==> src/rtl/cache_way_data_array.sv <==
// ---------------------------------------------------------------------------
// cache_way_data_array
//   Set-associative cache data store: NUM_WAYS x NUM_SETS lines, each of
//   WORDS_PER_LINE XLEN-bit words. Two write sources share one write port:
//     - CPU port: 1-cycle-latency registered load/store with byte, half and
//       word access. Loads are sign- or zero-extended.
//     - Refill port: a line-fill sequencer writes a whole line, one beat per
//       word, into the way and set captured at fill_start.
//   The CPU port is held off (req_ready=0) while a fill is in progress, so
//   the two write sources never collide.
//
// Ports
//   clk, rst_n          clock (posedge) / asynchronous active-low reset
//   req_valid/ready     CPU request handshake
//   req_write           1 = store, 0 = load
//   req_way/set/word    line and word address
//   req_byte            byte offset within the word
//   req_size            memory_operation_size_e encoding (BYTE/HALF/WORD)
//   req_unsigned        load zero-extends when 1, sign-extends when 0
//   req_wdata           right-aligned store data
//   rsp_valid           response for the request accepted in the previous cycle
//   rsp_rdata           load data (0 for stores and errors)
//   rsp_misaligned      request rejected as misaligned or illegal size
//   fill_start          begin a line refill (honoured in IDLE only)
//   fill_way/set        refill target, captured at fill_start
//   fill_valid/data     refill beats in word order
//   fill_done           1-cycle pulse once the line is fully written
// ---------------------------------------------------------------------------
package cache_way_data_array_pkg;
    typedef enum logic [1:0] {
        MEM_SIZE_BYTE = 2'b00,
        MEM_SIZE_HALF = 2'b01,
        MEM_SIZE_WORD = 2'b10
    } memory_operation_size_e;
endpackage

module cache_way_data_array
    import cache_way_data_array_pkg::*;
#(
    parameter int XLEN           = 32,
    parameter int NUM_WAYS       = 2,
    parameter int NUM_SETS       = 4,
    parameter int WORDS_PER_LINE = 8,
    localparam int WAY_SIZE         = (NUM_WAYS > 1) ? $clog2(NUM_WAYS) : 1,
    localparam int SET_SIZE         = (NUM_SETS > 1) ? $clog2(NUM_SETS) : 1,
    localparam int WORD_SELECT_SIZE = $clog2(WORDS_PER_LINE)
) (
    input  logic                        clk,
    input  logic                        rst_n,
    input  logic                        req_valid,
    output logic                        req_ready,
    input  logic                        req_write,
    input  logic [WAY_SIZE-1:0]         req_way,
    input  logic [SET_SIZE-1:0]         req_set,
    input  logic [WORD_SELECT_SIZE-1:0] req_word,
    input  logic [1:0]                  req_byte,
    input  logic [1:0]                  req_size,
    input  logic                        req_unsigned,
    input  logic [XLEN-1:0]             req_wdata,
    output logic                        rsp_valid,
    output logic [XLEN-1:0]             rsp_rdata,
    output logic                        rsp_misaligned,
    input  logic                        fill_start,
    input  logic [WAY_SIZE-1:0]         fill_way,
    input  logic [SET_SIZE-1:0]         fill_set,
    input  logic                        fill_valid,
    input  logic [XLEN-1:0]             fill_data,
    output logic                        fill_done
);

    typedef enum logic [1:0] {
        ST_IDLE = 2'b00,
        ST_FILL = 2'b01,
        ST_DONE = 2'b10
    } state_e;

    state_e                        state;
    logic [WORD_SELECT_SIZE-1:0]   beat_cnt;
    logic [WAY_SIZE-1:0]           fill_way_q;
    logic [SET_SIZE-1:0]           fill_set_q;

    // Data store; intentionally not reset.
    logic [XLEN-1:0] mem [NUM_WAYS][NUM_SETS][WORDS_PER_LINE];

    // ---------------------------------------------------------------------
    // CPU request decode
    // ---------------------------------------------------------------------
    logic            accept;
    logic            req_err;
    logic [3:0]      lane_mask;
    logic [XLEN-1:0] store_data;

    assign req_ready = rst_n & (state == ST_IDLE) & ~fill_start;
    assign accept    = req_valid & req_ready;

    always_comb begin
        req_err    = 1'b0;
        lane_mask  = '0;
        store_data = req_wdata;
        case (req_size)
            MEM_SIZE_BYTE: begin
                lane_mask  = 4'b0001 << req_byte;
                store_data = {4{req_wdata[7:0]}};
            end
            MEM_SIZE_HALF: begin
                req_err    = req_byte[0];
                lane_mask  = 4'b0011 << req_byte;
                store_data = {2{req_wdata[15:0]}};
            end
            MEM_SIZE_WORD: begin
                req_err    = (req_byte != 2'b00);
                lane_mask  = '1;
            end
            default: begin
                req_err    = 1'b1;
            end
        endcase
    end

    // ---------------------------------------------------------------------
    // Shared write port: fill beats and CPU stores are mutually exclusive
    // because req_ready is low outside IDLE.
    // ---------------------------------------------------------------------
    logic                        cpu_wr;
    logic                        fill_wr;
    logic                        wr_en;
    logic [WAY_SIZE-1:0]         wr_way;
    logic [SET_SIZE-1:0]         wr_set;
    logic [WORD_SELECT_SIZE-1:0] wr_word;
    logic [3:0]                  wr_mask;
    logic [XLEN-1:0]             wr_data;

    assign cpu_wr  = accept & req_write & ~req_err;
    assign fill_wr = (state == ST_FILL) & fill_valid;
    assign wr_en   = cpu_wr | fill_wr;
    assign wr_way  = fill_wr ? fill_way_q : req_way;
    assign wr_set  = fill_wr ? fill_set_q : req_set;
    assign wr_word = fill_wr ? beat_cnt   : req_word;
    assign wr_mask = fill_wr ? 4'b1111    : lane_mask;
    assign wr_data = fill_wr ? fill_data  : store_data;

    always_ff @(posedge clk) begin
        if (wr_en) begin
            for (int unsigned lane = 0; lane < 4; lane++) begin
                if (wr_mask[lane]) begin
                    mem[wr_way][wr_set][wr_word][lane*8 +: 8] <= wr_data[lane*8 +: 8];
                end
            end
        end
    end

    // ---------------------------------------------------------------------
    // Load path: read the addressed word, align the requested lane(s) to
    // bit 0, then extend.
    // ---------------------------------------------------------------------
    logic [XLEN-1:0] rd_word;
    logic [XLEN-1:0] rd_shifted;
    logic [XLEN-1:0] load_data;

    assign rd_word    = mem[req_way][req_set][req_word];
    assign rd_shifted = rd_word >> {req_byte, 3'b000};

    always_comb begin
        load_data = rd_word;
        case (req_size)
            MEM_SIZE_BYTE: load_data = {{24{~req_unsigned & rd_shifted[7]}}, rd_shifted[7:0]};
            MEM_SIZE_HALF: load_data = {{16{~req_unsigned & rd_shifted[15]}}, rd_shifted[15:0]};
            default:       load_data = rd_word;
        endcase
    end

    always_ff @(posedge clk or negedge rst_n) begin
        if (!rst_n) begin
            rsp_valid      <= 1'b0;
            rsp_rdata      <= '0;
            rsp_misaligned <= 1'b0;
        end else begin
            rsp_valid      <= accept;
            rsp_misaligned <= accept & req_err;
            rsp_rdata      <= (accept & ~req_write & ~req_err) ? load_data : '0;
        end
    end

    // ---------------------------------------------------------------------
    // Line-fill sequencer
    // ---------------------------------------------------------------------
    always_ff @(posedge clk or negedge rst_n) begin
        if (!rst_n) begin
            state      <= ST_IDLE;
            beat_cnt   <= '0;
            fill_way_q <= '0;
            fill_set_q <= '0;
            fill_done  <= 1'b0;
        end else begin
            fill_done <= 1'b0;
            case (state)
                ST_IDLE: begin
                    if (fill_start) begin
                        state      <= ST_FILL;
                        beat_cnt   <= '0;
                        fill_way_q <= fill_way;
                        fill_set_q <= fill_set;
                    end
                end
                ST_FILL: begin
                    if (fill_valid) begin
                        if (beat_cnt == WORD_SELECT_SIZE'(WORDS_PER_LINE - 1)) begin
                            state     <= ST_DONE;
                            fill_done <= 1'b1;
                            beat_cnt  <= '0;
                        end else begin
                            beat_cnt  <= beat_cnt + 1'b1;
                        end
                    end
                end
                ST_DONE: begin
                    state    <= ST_IDLE;
                    beat_cnt <= '0;
                end
                default: begin
                    state    <= ST_IDLE;
                    beat_cnt <= '0;
                end
            endcase
        end
    end

endmodule
==> config.mk <==
export PLATFORM = sky130hd
export DESIGN_NAME = cache_way_data_array
export DESIGN_NICKNAME = d
export VERILOG_FILES = /design/src/rtl/cache_way_data_array.sv
export SDC_FILE = /design/constraint.sdc
export NUM_CORES = 2
export LEC_CHECK = 0
export ABC_AREA = 1
export CAP_MARGIN = 0
export CORE_ASPECT_RATIO = 0.8
export CORE_MARGIN = 8
export CORE_UTILIZATION = 45
export DETAILED_ROUTE_END_ITERATION = 12
export DONT_BUFFER_PORTS = 1
export PLACE_DENSITY = 0.59
export SLEW_MARGIN = 20
export SYNTH_ARGS = -nofsm -noshare
export SYNTH_HDL_FRONTEND = slang
export SYNTH_SLANG_ARGS = --single-unit
==> constraint.sdc <==
create_clock -name clk -period 4.3 [get_ports clk]
set_input_delay 0.86 -clock clk [delete_from_list [all_inputs] [get_ports clk]]
set_output_delay 0.86 -clock clk [all_outputs]
set_load 0.1 [all_outputs]
==> Word-level counts from Yosys, hierarchy flattened <==
Memories as Yosys holds them, arrays and structs flattened.
Index checks and enable logic that the tools add are counted.
{ "word_totals": {"reg_bits": 43, "latch_bits": 0, "ramBits": 2048, "rom_bits": 0, "inputBits": 84, "output_inout_bits": 36, "wordCells": 6253, "memories": 1} }
{ "op_classes": {"add_sub_neg": 1, "mul": 0, "div": 0, "n_lt_le_gt_ge": 6, "eq_ne": 7, "shift": 3, "n_mux": 3127, "bitwise_logic": 3092, "n_reduce_logical": 8} }
{ "memory_table": {"columns": ["memory", "words", "width", "read_ports", "rd_clocked_by_memory_dff", "wr", "line", "rtl"], "rows": [
  ["mem", 2, 1024, 1, 0, 1, "83", "logic [XLEN-1:0] mem [NUM_WAYS][NUM_SETS][WORDS_PER_LINE];"]
]} }
{ "op_table": {"columns": ["cell", "count"], "rows": [
  ["2-to-1 mux 1024 bit", 4],
  ["2-to-1 mux 1 bit", 3084],
  ["OR 1 bit", 3073],
  ["demux 256 bit (select 2 bit)", 4],
  ["2-to-1 mux 256 bit", 6],
  ["binary-select mux 256 bit (select 2 bit)", 1],
  ["demux 32 bit (select 3 bit)", 4],
  ["2-to-1 mux 32 bit", 5],
  ["one-hot mux 32 bit (2 select lines)", 2],
  ["binary-select mux 32 bit (select 3 bit)", 1],
  ["right shift 32 x 5 -> 16 bit", 1],
  ["2-to-1 mux 24 bit", 1],
  ["2-to-1 mux 16 bit", 1],
  ["2-to-1 mux 3 bit", 4],
  ["one-hot mux 4 bit (3 select lines)", 1],
  ["AND 1 bit", 11],
  ["greater-or-equal comparator 4 bit, second input constant", 2],
  ["2-to-1 mux 2 bit", 4],
  ["2-to-1 mux 8 bit", 1],
  ["inverter 3 -> 4 bit", 2],
  ["greater-or-equal comparator 3 bit, second input constant", 2],
  ["inverter 2 -> 3 bit", 2],
  ["one-hot mux 3 bit (2 select lines)", 1],
  ["== test 2 x 1 -> 1 bit, second input constant", 2],
  ["other kinds (18)", 25]
]} }

==> Depth between registers and ports, before layout <==
{ "depth": {"word_depth": 14, "mapped_depth": 17, "depth_no_buf": 14} }

==> Worst setup path before layout <==
Ideal clock, no wire load.
{ "synth_timing": {"kind": "input to register", "startpoint": "input port req_size[1]", "endpoint": "memory mem[0][1003] in the netlist's numbering, data pin", "arrival_ns": 4.187, "path_slack_ns": -0.588, "cell_stages": 5, "path_buffers": 1, "cell_sequence": "clkbuf_1 > nor2_1 > a22o_1 > a21oi_1 > o21ai_0"} }
{ "synth_via": {"elab_chain_cells": 6, "word_cells_on_any_way": 7, "cone_classes": "eq/ne (1); mux (5); reduce/logical (1)"} }
{ "synth_rtl": {"columns": ["item", "line", "rtl"], "rows": [
  ["start: declaration", "57", "input logic [1:0] req_size,"],
  ["== test 2 x 1 -> 1 bit / logical NOT 2 bit (equally long branches)", "100", "case (req_size)"],
  ["one-hot mux 32 bit (2 select lines) *", "100", null],
  ["2-to-1 mux 32 bit *", "140", "assign wr_data = fill_wr ? fill_data : store_data;"],
  ["named net wr_data[11]", "131", "logic [XLEN-1:0] wr_data;"],
  ["2-to-1 mux 1 bit (no line) * (3 in a row)", null, null],
  ["end: declaration", "83", null]
]} }
The timed path passes the listed nets; every way through them passes the cells marked *. The select of a mux whose other input is x is not followed.

==> Final worst setup path <==
{ "layout_timing": {"startpoint": "input port req_way", "endpoint": "register rsp_rdata[6]"} }
{ "layout_via": {"elab_chain_cells": 10} }
{ "layout_rtl": {"columns": ["item", "line", "rtl"], "rows": [
  ["start: declaration", "53", "input logic [WAY_SIZE-1:0] req_way,"],
  ["memory (2 x 1024 bit) *", null, null],
  ["binary-select mux 256 bit (select 2 bit) *", "160", "assign rd_word = mem[req_way][req_set][req_word];"],
  ["2-to-1 mux 256 bit (implied by the code) * (2 in a row)", "160", null],
  ["binary-select mux 32 bit (select 3 bit) *", "160", null],
  ["2-to-1 mux 32 bit (implied by the code) * (2 in a row)", "160", null],
  ["right shift 32 x 5 -> 16 bit", "161", "assign rd_shifted = rd_word >> {req_byte, 3'b000};"],
  ["one-hot mux 32 bit (2 select lines) *", "165", "case (req_size)"],
  ["2-to-1 mux 32 bit *", "180", "rsp_rdata <= (accept & ~req_write & ~req_err) ? load_data : '0;"],
  ["end signal: assignment", "180", null],
  ["end: declaration", "61", "output logic [XLEN-1:0] rsp_rdata,"]
]} }
Mark *: on every way between the ends. The rest lies on a longest branch, timed or not. The select of a mux whose other input is x is not followed.
A chain may end at the register's enable or synchronous reset.

==> impl_metrics.csv <==
group,metric,value,unit
worst_setup_path,worstPathRequired,4.99,ns
placed_design,gp_congestion,0.938,
clock_network,cts.sinks,2091,
worst_setup_path,cp-start-kind,"primary input",
worst_setup_path,critPathMaxStageDelay,2.29,ns
layout,n_fill_cell,16500,
drt,drt-pass1-iter-count,6,
sta,setup_violations,2080,
worst_setup_path,cp.arrival,7.09,ns
grt,grt_max_degree,1031,
sta,setup_slack,-2.11,ns
yosys,yosysMostFrequentCell,"edfxtp_1",
power_and_ir_drop,max-vdd-ir-drop,419,uV
drt,vias,57800,
yosys,synth_ff_type,"edfxtp_1",
sta,final_hold_viol_count,0,
worst_setup_path,path_class,"primary input to flip-flop",
yosys,ys_seq_area_frac,0.732,
grt,first_global_vias,54500,
sta,hold_slack,0.192,ns
grt,antenna_found_initial,6,
placed_design,pre_cts_ws,0.411,ns
sta,tightest_slew,6.06,ns
power_and_ir_drop,power_density,489,nW/um^2
hold_path,worstHoldStart,"fill_set[1]",
hold_path,hold_path_depth,1,
worst_setup_path,reg2reg_slack,0.84,ns
clock_network,cts_tree,"yes",
clock_network,clockBufferDepth,3,
clock_network,path_clk_slew,0.06,ns
drt,drtIter0Drc,7573,
drt,vias_per_cell,5.84,
drt,routedWlPerCell,25.0,microns
sta,min_period,6.41,ns
yosys,synth_edf_count,2048,
floorplan,die_w,503,microns
power_and_ir_drop,leakagePower,32.8,nW
yosys,syn_area_per_cell,12.0,sq um
drt,ant_nets,0,
yosys,postSynth.asyncResetShare,0.0206,
drt,remaining_drc_errors,0,
placed_design,place_area,90300,sq um
clock_network,clk_latency,0.83,ns
yosys,ys_top_cells_by_count,"edfxtp_1 (2048), nand2_1 (1300), nand3_1 (967)",
clock_network,cts_buffers,194,
clock_network,post_cts_buffers,0,
status,outcome,"complete, but fails checks",
sta,finClkSkew,0.0200,ns
floorplan,row_count,143,
placed_design,dpl.hpwl,145000,microns
floorplan,io_pins,120,
yosys,synthesis.nets,7210,
yosys,synthTopCellsByArea,"edfxtp_1 (72%), nand2_1 (5.7%), nand3_1 (5.7%), o21ai_0 (4.1%), nor2_1 (4.1%)",
layout,nNetsFinal,7298,
placed_design,io_buffer_count,0,
grt,track_usage,0.235,
hold_path,hp-class,"primary input to flip-flop",
worst_setup_path,r2r_start,"state[1]$_DFFE_PN0P_",
grt,grt_pass1_wl,365000,microns
sta,fmax,0.156,GHz
floorplan,core,189000,sq um
worst_setup_path,cp_common_cell,"nand3_1",
yosys,ys_types,31,
clock_network,clockRootBuffer,"clkbuf_16",
run,maxCapViolCount,0,
worst_setup_path,cp-end-kind,"flip-flop",
yosys,syn_area,85500,sq um
yosys,synthCells,7124,
layout,syn_to_final_growth,12.8,%
drt,drt-total-wl,247000,microns
floorplan,initial_utilization,0.451,
sta,rsz0062_at_grt,"false",
layout,drive_above_1_share,0.101,
layout,stdcell_area,96400,sq um
worst_setup_path,worst_r2r_endpoint,"mem[1][180]$_DFFE_PP_",
floorplan,die_area,204000,sq um
yosys,yosys_warnings,0,
yosys,synth-seq-cells,2091,
yosys,yosysTopAreaCell,"edfxtp_1",
hold_path,worstHoldEndpoint,"fill_set_q[1]$_DFFE_PN0P_",
sta,min_period_over_period,1.49,
sta,slew_violations,1037,
clock_network,h-tree-depth,4,
worst_setup_path,reg2regPathDepth,9,
worst_setup_path,cpMaxStageDelayCell,"o21ai_0",
worst_setup_path,worstPathCellList,"o21ai_0 > o22ai_1 > nand2_1 > nand3_1 > nand3_1 > nand3_1 > nand2_1 > nand2_1 > nand3_1 > a21oi_1",
sta,maxSlewHeadroom,-3.04,
status,violations,"max-slew violations, negative setup slack",
yosys,synthDominantCellAreaShare,0.720,
worst_setup_path,critPathMaxFanout,1030,
floorplan,die_h,406,microns
grt,gr-total-overflow,0,
flip-flops by register name (all words and copies together) (netlist names):
signal          count
mem              2048
fill_way_q          1
fill_done           1
rsp_valid           1
rsp_misaligned      1
beat_cnt            3
fill_set_q          2
state               2
rsp_rdata          32
worst max path at each step:
stage / start / end / slack [ns] / cells after the start
global placement: req_set[0] / mem[1][333]$_DFFE_PP_ / 0.33 / 10
detailed placement: req_set[0] / mem[1][333]$_DFFE_PP_ / 0.41 / 10
finish: req_way / rsp_rdata[6]$_DFF_PN0_ / -2.11 / 10
CTS: state[1]$_DFFE_PN0P_ / mem[1][457]$_DFFE_PP_ / 0.87 / 8
floorplan: fill_valid / mem[0][1007]$_DFFE_PP_ / 0.02 / 6
global route: req_set[0] / mem[1][334]$_DFFE_PP_ / 0.56 / 10
timing repair:
action                                 in CTS  in global routing
endpoints found under the hold margin      43                  0
hold buffers                                2                  0
resized for setup                           0                  0
placed cells by master (no fill, tap or decap), drive strengths merged, types with 3 or more instances in the layout:
master    netlist  layout
clkinvlp        0       5
clkinv          2      75
inv            60      69
a21oi          56      56
o21ai         741     741
o22ai         342     342
dfrtp          43      43
nand3         968     968
a22o            8       8
a31oi           9       9
o211ai         11      11
nor3           84      84
bufinv          0      12
nand2        1300    1300
or2             4       4
buf           353     405
mux2            3       3
edfxtp       2048    2048
clkbuf        161     252
nor2          924     924
cell families after synthesis:
kind of cell / Yosys count / share of synthesized area
muxes: 3 / 0.000395
and+or+nand+nor: 3282 / 0.160
DFF: 2091 / 0.732
buffers and inverters: 576 / 0.0327
adders and majority gates: 2 / 0.000293
AOI/OAI and AO/OA: 1170 / 0.0746
metal layers:
metal  GRT usage  share of wire
met1       0.349           0.43
met2       0.354           0.45
met3      0.0492          0.095
met4      0.0664          0.029
met5           0              0
where the power goes:
group          switching (W)  internal (W)
sequential          0.000146        0.0241
clock                0.00752       0.00927
combinational        0.00468       0.00139
worst max-delay path: cells and delay by family:
family	cells	cell delay (ns)
AO/OA/AOI/OAI	3	2.55
AND/OR/NAND/NOR	7	0.78
per-stage QoR:
step	TNS, ns	instances	util	power (W)
after floorplan	0	7124	-	0.0278
after CTS	0	9904	0.509	0.0472
after global placement	0	9551	0.476	0.0305
after detailed placement	0	9551	0.477	0.0306
final	-2032.58	9905	0.509	0.0471
after global routing	0	9904	0.509	0.0484
cell type report:
class	count	area (sq um)	area share
repair buffers	406	3780	0.0392
well taps	2537	3170	0.0329
clock buffers	252	5220	0.0542
flip-flops and latches	2091	62600	0.649
diodes	1	2.50	0.0000260
inverters	62	263	0.00273
clock inverters	99	841	0.00872
multi-input cells	4457	20500	0.213
(Power assumes the default switching activity.)
